### src/rtl/font_rom_arbiter.sv
// font_rom_arbiter
//   Shares one synchronous-read font ROM (128 glyphs x 16 rows x 8 bits) between the VGA text
//   pixel pipeline (requester 0) and the overlay/cursor renderer (requester 1). At most one
//   glyph-row lookup is granted per cycle; the granted {char,row} drives the ROM address and the
//   returned row is steered back to its owner exactly ROM_LAT cycles later.
//
// Parameters
//   FIXED_PRIO  0 = round-robin on ties, 1 = requester 0 always wins
//   ROM_LAT     ROM read latency in cycles (1..4)
//   STALL_W     width of the saturating stall counter
//
// Ports
//   clk, rst_n                    clock, asynchronous active-low reset
//   reqN_valid/char/row/ready     lookup request handshake (ready is combinational)
//   rspN_valid/data               one-cycle response, data forced to 0 when not valid
//   rom_addr, rom_data            font ROM address out / row data in
//   stall_cnt                     cycles with at least one valid request left waiting

module font_rom_arbiter #(
   parameter int unsigned FIXED_PRIO = 0,
   parameter int unsigned ROM_LAT    = 1,
   parameter int unsigned STALL_W    = 16
) (
   input  logic               clk,
   input  logic               rst_n,
   input  logic               req0_valid,
   input  logic [6:0]         req0_char,
   input  logic [3:0]         req0_row,
   output logic               req0_ready,
   output logic               rsp0_valid,
   output logic [7:0]         rsp0_data,
   input  logic               req1_valid,
   input  logic [6:0]         req1_char,
   input  logic [3:0]         req1_row,
   output logic               req1_ready,
   output logic               rsp1_valid,
   output logic [7:0]         rsp1_data,
   output logic [10:0]        rom_addr,
   input  logic [7:0]         rom_data,
   output logic [STALL_W-1:0] stall_cnt
);

   // 1 = requester 1 was granted most recently; reset to 1 so requester 0 wins the first tie.
   logic last_q, last_d;
   logic gnt0, gnt1;
   logic stall_evt;
   logic [STALL_W-1:0] stall_q, stall_d;

   // Response pipeline: valid and owner id of each lookup still inside the ROM.
   logic [ROM_LAT-1:0] pv_q;
   logic [ROM_LAT-1:0] pid_q;

   always_comb begin
      gnt0 = 1'b0;
      gnt1 = 1'b0;
      if (req0_valid && req1_valid) begin
         if (FIXED_PRIO != 0 || last_q) begin
            gnt0 = 1'b1;
         end else begin
            gnt1 = 1'b1;
         end
      end else begin
         gnt0 = req0_valid;
         gnt1 = req1_valid;
      end
   end

   always_comb begin
      last_d = last_q;
      if (gnt0) begin
         last_d = 1'b0;
      end else if (gnt1) begin
         last_d = 1'b1;
      end
   end

   always_comb begin
      rom_addr = 11'h000;
      if (gnt0) begin
         rom_addr = {req0_char, req0_row};
      end else if (gnt1) begin
         rom_addr = {req1_char, req1_row};
      end
   end

   assign req0_ready = gnt0;
   assign req1_ready = gnt1;

   assign stall_evt = (req0_valid && !gnt0) || (req1_valid && !gnt1);

   always_comb begin
      stall_d = stall_q;
      if (stall_evt && (stall_q != {STALL_W{1'b1}})) begin
         stall_d = stall_q + STALL_W'(1);
      end
   end

   always_ff @(posedge clk or negedge rst_n) begin
      if (!rst_n) begin
         last_q  <= 1'b1;
         stall_q <= '0;
         pv_q    <= '0;
         pid_q   <= '0;
      end else begin
         last_q   <= last_d;
         stall_q  <= stall_d;
         pv_q[0]  <= gnt0 | gnt1;
         pid_q[0] <= gnt1;
         for (int i = 1; i < ROM_LAT; i++) begin
            pv_q[i]  <= pv_q[i-1];
            pid_q[i] <= pid_q[i-1];
         end
      end
   end

   // The last stage lines up with the ROM data for the address sampled ROM_LAT edges earlier.
   assign rsp0_valid = pv_q[ROM_LAT-1] && !pid_q[ROM_LAT-1];
   assign rsp1_valid = pv_q[ROM_LAT-1] &&  pid_q[ROM_LAT-1];
   assign rsp0_data  = rsp0_valid ? rom_data : 8'h00;
   assign rsp1_data  = rsp1_valid ? rom_data : 8'h00;
   assign stall_cnt  = stall_q;

endmodule

### config.mk
export PLATFORM = sky130hd
export DESIGN_NAME = font_rom_arbiter
export DESIGN_NICKNAME = d
export VERILOG_FILES = /design/src/rtl/font_rom_arbiter.sv
export SDC_FILE = /design/constraint.sdc
export NUM_CORES = 1
export LEC_CHECK = 0
export CORE_MARGIN = 1
export CORE_UTILIZATION = 29
export DETAILED_ROUTE_END_ITERATION = 8
export DONT_BUFFER_PORTS = 1
export HOLD_SLACK_MARGIN = 0.08
export PLACE_DENSITY_LB_ADDON = 0.05
export SLEW_MARGIN = 15
export SYNTH_ARGS = -nofsm -noshare
export SYNTH_HDL_FRONTEND = slang
export SYNTH_SLANG_ARGS = --single-unit
### constraint.sdc
create_clock -name clk -period 2.5 [get_ports clk]
set_input_delay 0.25 -clock clk [delete_from_list [all_inputs] [get_ports clk]]
set_output_delay 0.25 -clock clk [all_outputs]
set_load 0.01 [all_outputs]
# After elaboration in Yosys (flattened, before gate mapping)
# Index checks and enable logic that the tools add are counted.
dict set report totals {
  reg_bits 19
  input_bits 34
  out_inout_bits 47
  elab_cells 28
}
dict set report classes {
  add_sub_neg 1
  n_eq_ne 1
  mux 10
  n_bitwise 1
  n_reduce_logical 11
}
# cell n
set op_table {}
lappend op_table {{two-way mux 11 bit} 2}
lappend op_table {{adder 16 x 1 -> 16 bit, second input constant} 1}
lappend op_table {{two-way mux 8 bit} 2}
lappend op_table {{inequality test 16 bit, second input constant} 1}
lappend op_table {{logical AND 1 bit} 6}
lappend op_table {{two-way mux 1 bit} 6}
lappend op_table {{logical NOT 1 bit} 3}
lappend op_table {{nonzero test 2 bit} 1}
lappend op_table {{logical OR 1 bit} 1}
lappend op_table {{bitwise OR 1 bit} 1}

# Longest topological paths before layout
dict set report depth {
  depth_word 6
  depth_mapped 5
}

# Worst setup path before layout
# OpenSTA, ideal clock, no wires.
dict set report synth_timing {
  path_type {register to register}
  start {register stall_q[0], in the netlist stall_cnt[0]}
  end {register stall_q[1], in the netlist stall_cnt[1]}
  t_arrival_ns 1.580
  required_time_ns 2.375
  slack_ns 0.795
  path_stages_with_launch 6
  path_buffers 0
  synth_period_minus_slack_ns 1.705
  path_cell_list {dfrtp_1 > ha_1 > nand3_1 > nor4_4 > nor2_2 > mux2_4}
}
dict set report synth_between {
  elab_chain_len 2
  elab_cells_between_ends 3
  classes_between {add/sub: 1; eq/ne: 1; reduce/logical: 1}
}
# element line_no
set synth_rtl {}
lappend synth_rtl {{from (decl)} 47} ;# logic [STALL_W-1:0] stall_q, stall_d;
lappend synth_rtl {{from (signal assigned)} 106} ;# stall_q <= stall_d;
lappend synth_rtl {{parallel branches: the longest is 2 deep, another holds adder 16 x 1 -> 16 bit} -}
# Parallel ways; which one is timed is not known.
# A chain may end at the register's enable or synchronous reset.

# Worst setup path in the final report
# Ends and elaborated chain as after synthesis.

==> results_dict.tcl <==
set metrics [dict create \
    ant_nets 0 \
    finalSetupViolCount 0 \
    final_area_um2 1280 \
    clk_path_buf_depth 2 \
    worstSetupStartpointType "flop" \
    ctsResizeCount 0 \
    synth-edff-count 0 \
    ys_ff_latch 19 \
    arrival_ns 2.05 \
    powerDensity_nw_per_um2 701 \
    seqPwrFrac_pct 55.8 \
    rsz0062_at_grt "no" \
    overflow 0 \
    boundaryPins 81 \
    syn_to_final_growth_pct 11.0 \
    p_int_uw 567 \
    track_usage_pct 12.2 \
    place_ws_ns 0.577 \
    critical_path_required_ns 2.64 \
    ctsRootBufferMaster "clkbuf_8" \
    fin_ws_ns 0.590 \
    ys_top_cells_by_area "dfrtp_1 39%, xor2_1 9.1%, a22o_1 8.4%, and2_1 5.4%, and3_1 4.4%" \
    power_uw 894 \
    cpMaxStageDelayCell "nor4_4" \
    maxCapViolations 0 \
    dpl.cell_count 157 \
    async_flop_share_pct 100 \
    tns_ns 0 \
    synthCells 111 \
    viasPerCell 5.55 \
    synthFlopType "dfrtp_1" \
    syn_nets 146 \
    vdd_drop_max_uv 456 \
    crit_type "flop to flop" \
    switching_share_pct 36.6 \
    clk_pin_slew_ns 0.07 \
    drtIter0Drc 9 \
    postPlaceCellArea_um2 1210 \
    numCtsBuffers 3 \
    post-cts-setup-buffers 0 \
    drv_slew 0 \
    cts_tree "built" \
    pwr-share-clk_pct 24.0 \
    die_y_um 65.0 \
    place.gp.congestion 0.712 \
    drt_pre_antenna_iters 4 \
    rows 22 \
    post-route-min-period_ns 1.91 \
    hp-class "input port to flop" \
    path_cells "ha_1 -> nand3_1 -> nor4_4 -> nor2_2 -> mux2_4" \
    status "completed" \
    grt_pass1_wl_um 3930 \
    synth.yosys.seq_area_share_pct 41.5 \
    cts_sinks 19 \
    drive_gt1_share_pct 12.2 \
    netlist-cell-type-count 30 \
    nNetsFinal 151 \
    vias 905 \
    hold_violations 0 \
    layout.cells.non_filler 163 \
    ys_top_cells_by_count "18 x dfrtp_1, 12 x xor2_1, 11 x a22o_1, 10 x and2_1, 8 x and3_1" \
    postSynthAreaPerCell_um2 10.4 \
    io_buffers 0 \
    finClkSkew_ns 0.00389 \
    yosysTopAreaCellShare_pct 39.2 \
    grt_max_degree 20 \
    min_period_over_period_pct 76.4 \
    r2r_setup_slack_ns 0.59 \
    wl_per_cell_um 15.7 \
    cp_slowest_stage_delay_ns 0.52 \
    critical_path.max_fanout 9 \
    slew_headroom_pct 42.7 \
    core_um2 3740 \
    antenna_cells 0 \
    synth_area_um2 1150 \
    dp_hpwl_um 1970 \
    n_fill_cell 404 \
    clock_latency_ns 0.26 \
    yosysTopAreaCell "dfrtp_1" \
    antenna_found_initial 0 \
    drc 0 \
    die_width_um 65.0 \
    htreeDepth 1 \
    p_leak_nw 0.591 \
    post-synth-top-count-cell "dfrtp_1" \
    cp-end-kind "flop" \
    die-area_um2 4220 \
    switchingPower_uw 327 \
    drt_wl_total_um 2560 \
    initial_core_util_pct 30.7 \
    fmax_ghz 0.523 \
    p_comb_share_pct 20.2 \
    worst_pin_slew_ns 0.857 \
    grt_pass1_vias 817 \
    ys_warn_count 0 \
]
-- worst max-delay path: cells and delay by family (launching register included) --
family                     cells  cell delay, ns
muxes                          1            0.31
DFF                            1            0.45
and+or+nand+nor                3            0.84
adders and majority gates      1            0.20
-- cell type report --
cell class,instances,area [µm²],share of cell area [%]
Timing Repair Buffer,4,35.0,2.75
Inverter,1,3.75,0.294
Sequential cell,19,477,37.4
Tap cell,48,60.1,4.71
Clock buffer,3,41.3,3.24
Clock inverter,1,5.00,0.392
Multi-Input combinational cell,87,654,51.3
-- cell families after synthesis --
logic type,after synthesis,synth area share [%]
AO/OA/AOI/OAI,15,11.4
XOR/XNOR,15,11.4
adder cells (fa/ha/maj),1,1.09
buffers and inverters,5,1.63
flip-flops,19,41.5
multiplexers,1,1.31
AND/OR/NAND/NOR,55,31.7
-- through the flow --
step / hold WS, ns / utilization, %
after floorplan: -0.0456 / -
after global placement: -0.0452 / 32.3
after detailed placement: -0.0451 / 32.3
after CTS: 0.104 / 34.1
after global routing: 0.0955 / 34.1
final: 0.106 / 34.1
-- metal layers --
layer | routed length [µm] | global-route usage [%] | part of all wire [%]
met2 | 1190 | 18.0 | 47
met5 | 0 | 0 | 0
met1 | 1140 | 16.6 | 45
met4 | 40 | 5.83 | 1.6
met3 | 177 | 2.99 | 6.9
-- final timing paths --
path / start / end / cells past startpoint
setup / recovery: stall_cnt[0] / stall_cnt[1] / 5
hold / removal: req0_valid / pv_q / 1
setup reg to reg: stall_cnt[0] / stall_cnt[1] / 5
hold reg to reg: last_q / last_q / 2
max in group asynchronous: rst_n / stall_cnt[14] / 1
min in group asynchronous: rst_n / stall_cnt[6] / 1
-- placed cells by master (no fill, tap or decap), drive strengths merged --
master	instances
inv	1
xnor2	3
mux2	1
nor2b	1
and2	10
clkinv	1
buf	2
a2111oi	1
dfstp	1
nor4	5
nand2	3
and4	3
nor2	5
nand3	5
and3	8
a22o	11
dfrtp	18
nor3	4
ha	1
or2	2
xor2	12
a21oi	1
nand4	7
dlygate4sd3	2
nor3b	1
a21boi	2
clkbuf	3
and4b	1
-- flip-flops by register name, indices dropped and copies added (netlist names) --
register,cells
last_q,1
pid_q,1
stall_cnt,16
pv_q,1
-- power by group through the flow --
stage,Combinational [mW],Clock (mW),Sequential [mW]
final,0.180,0.215,0.499
after global routing,0.208,0.235,0.516
after CTS,0.183,0.223,0.501
after detailed placement,0.172,0,0.506
after global placement,0.171,0,0.507
after floorplan,0.151,0,0.483
-- repair_timing --
item                                    CTS  global route
endpoints found under the setup margin    0             0
hold buffers                              2             0
endpoints found under the hold margin    20             0
No activity file was read; power rests on OpenSTA's default activity.
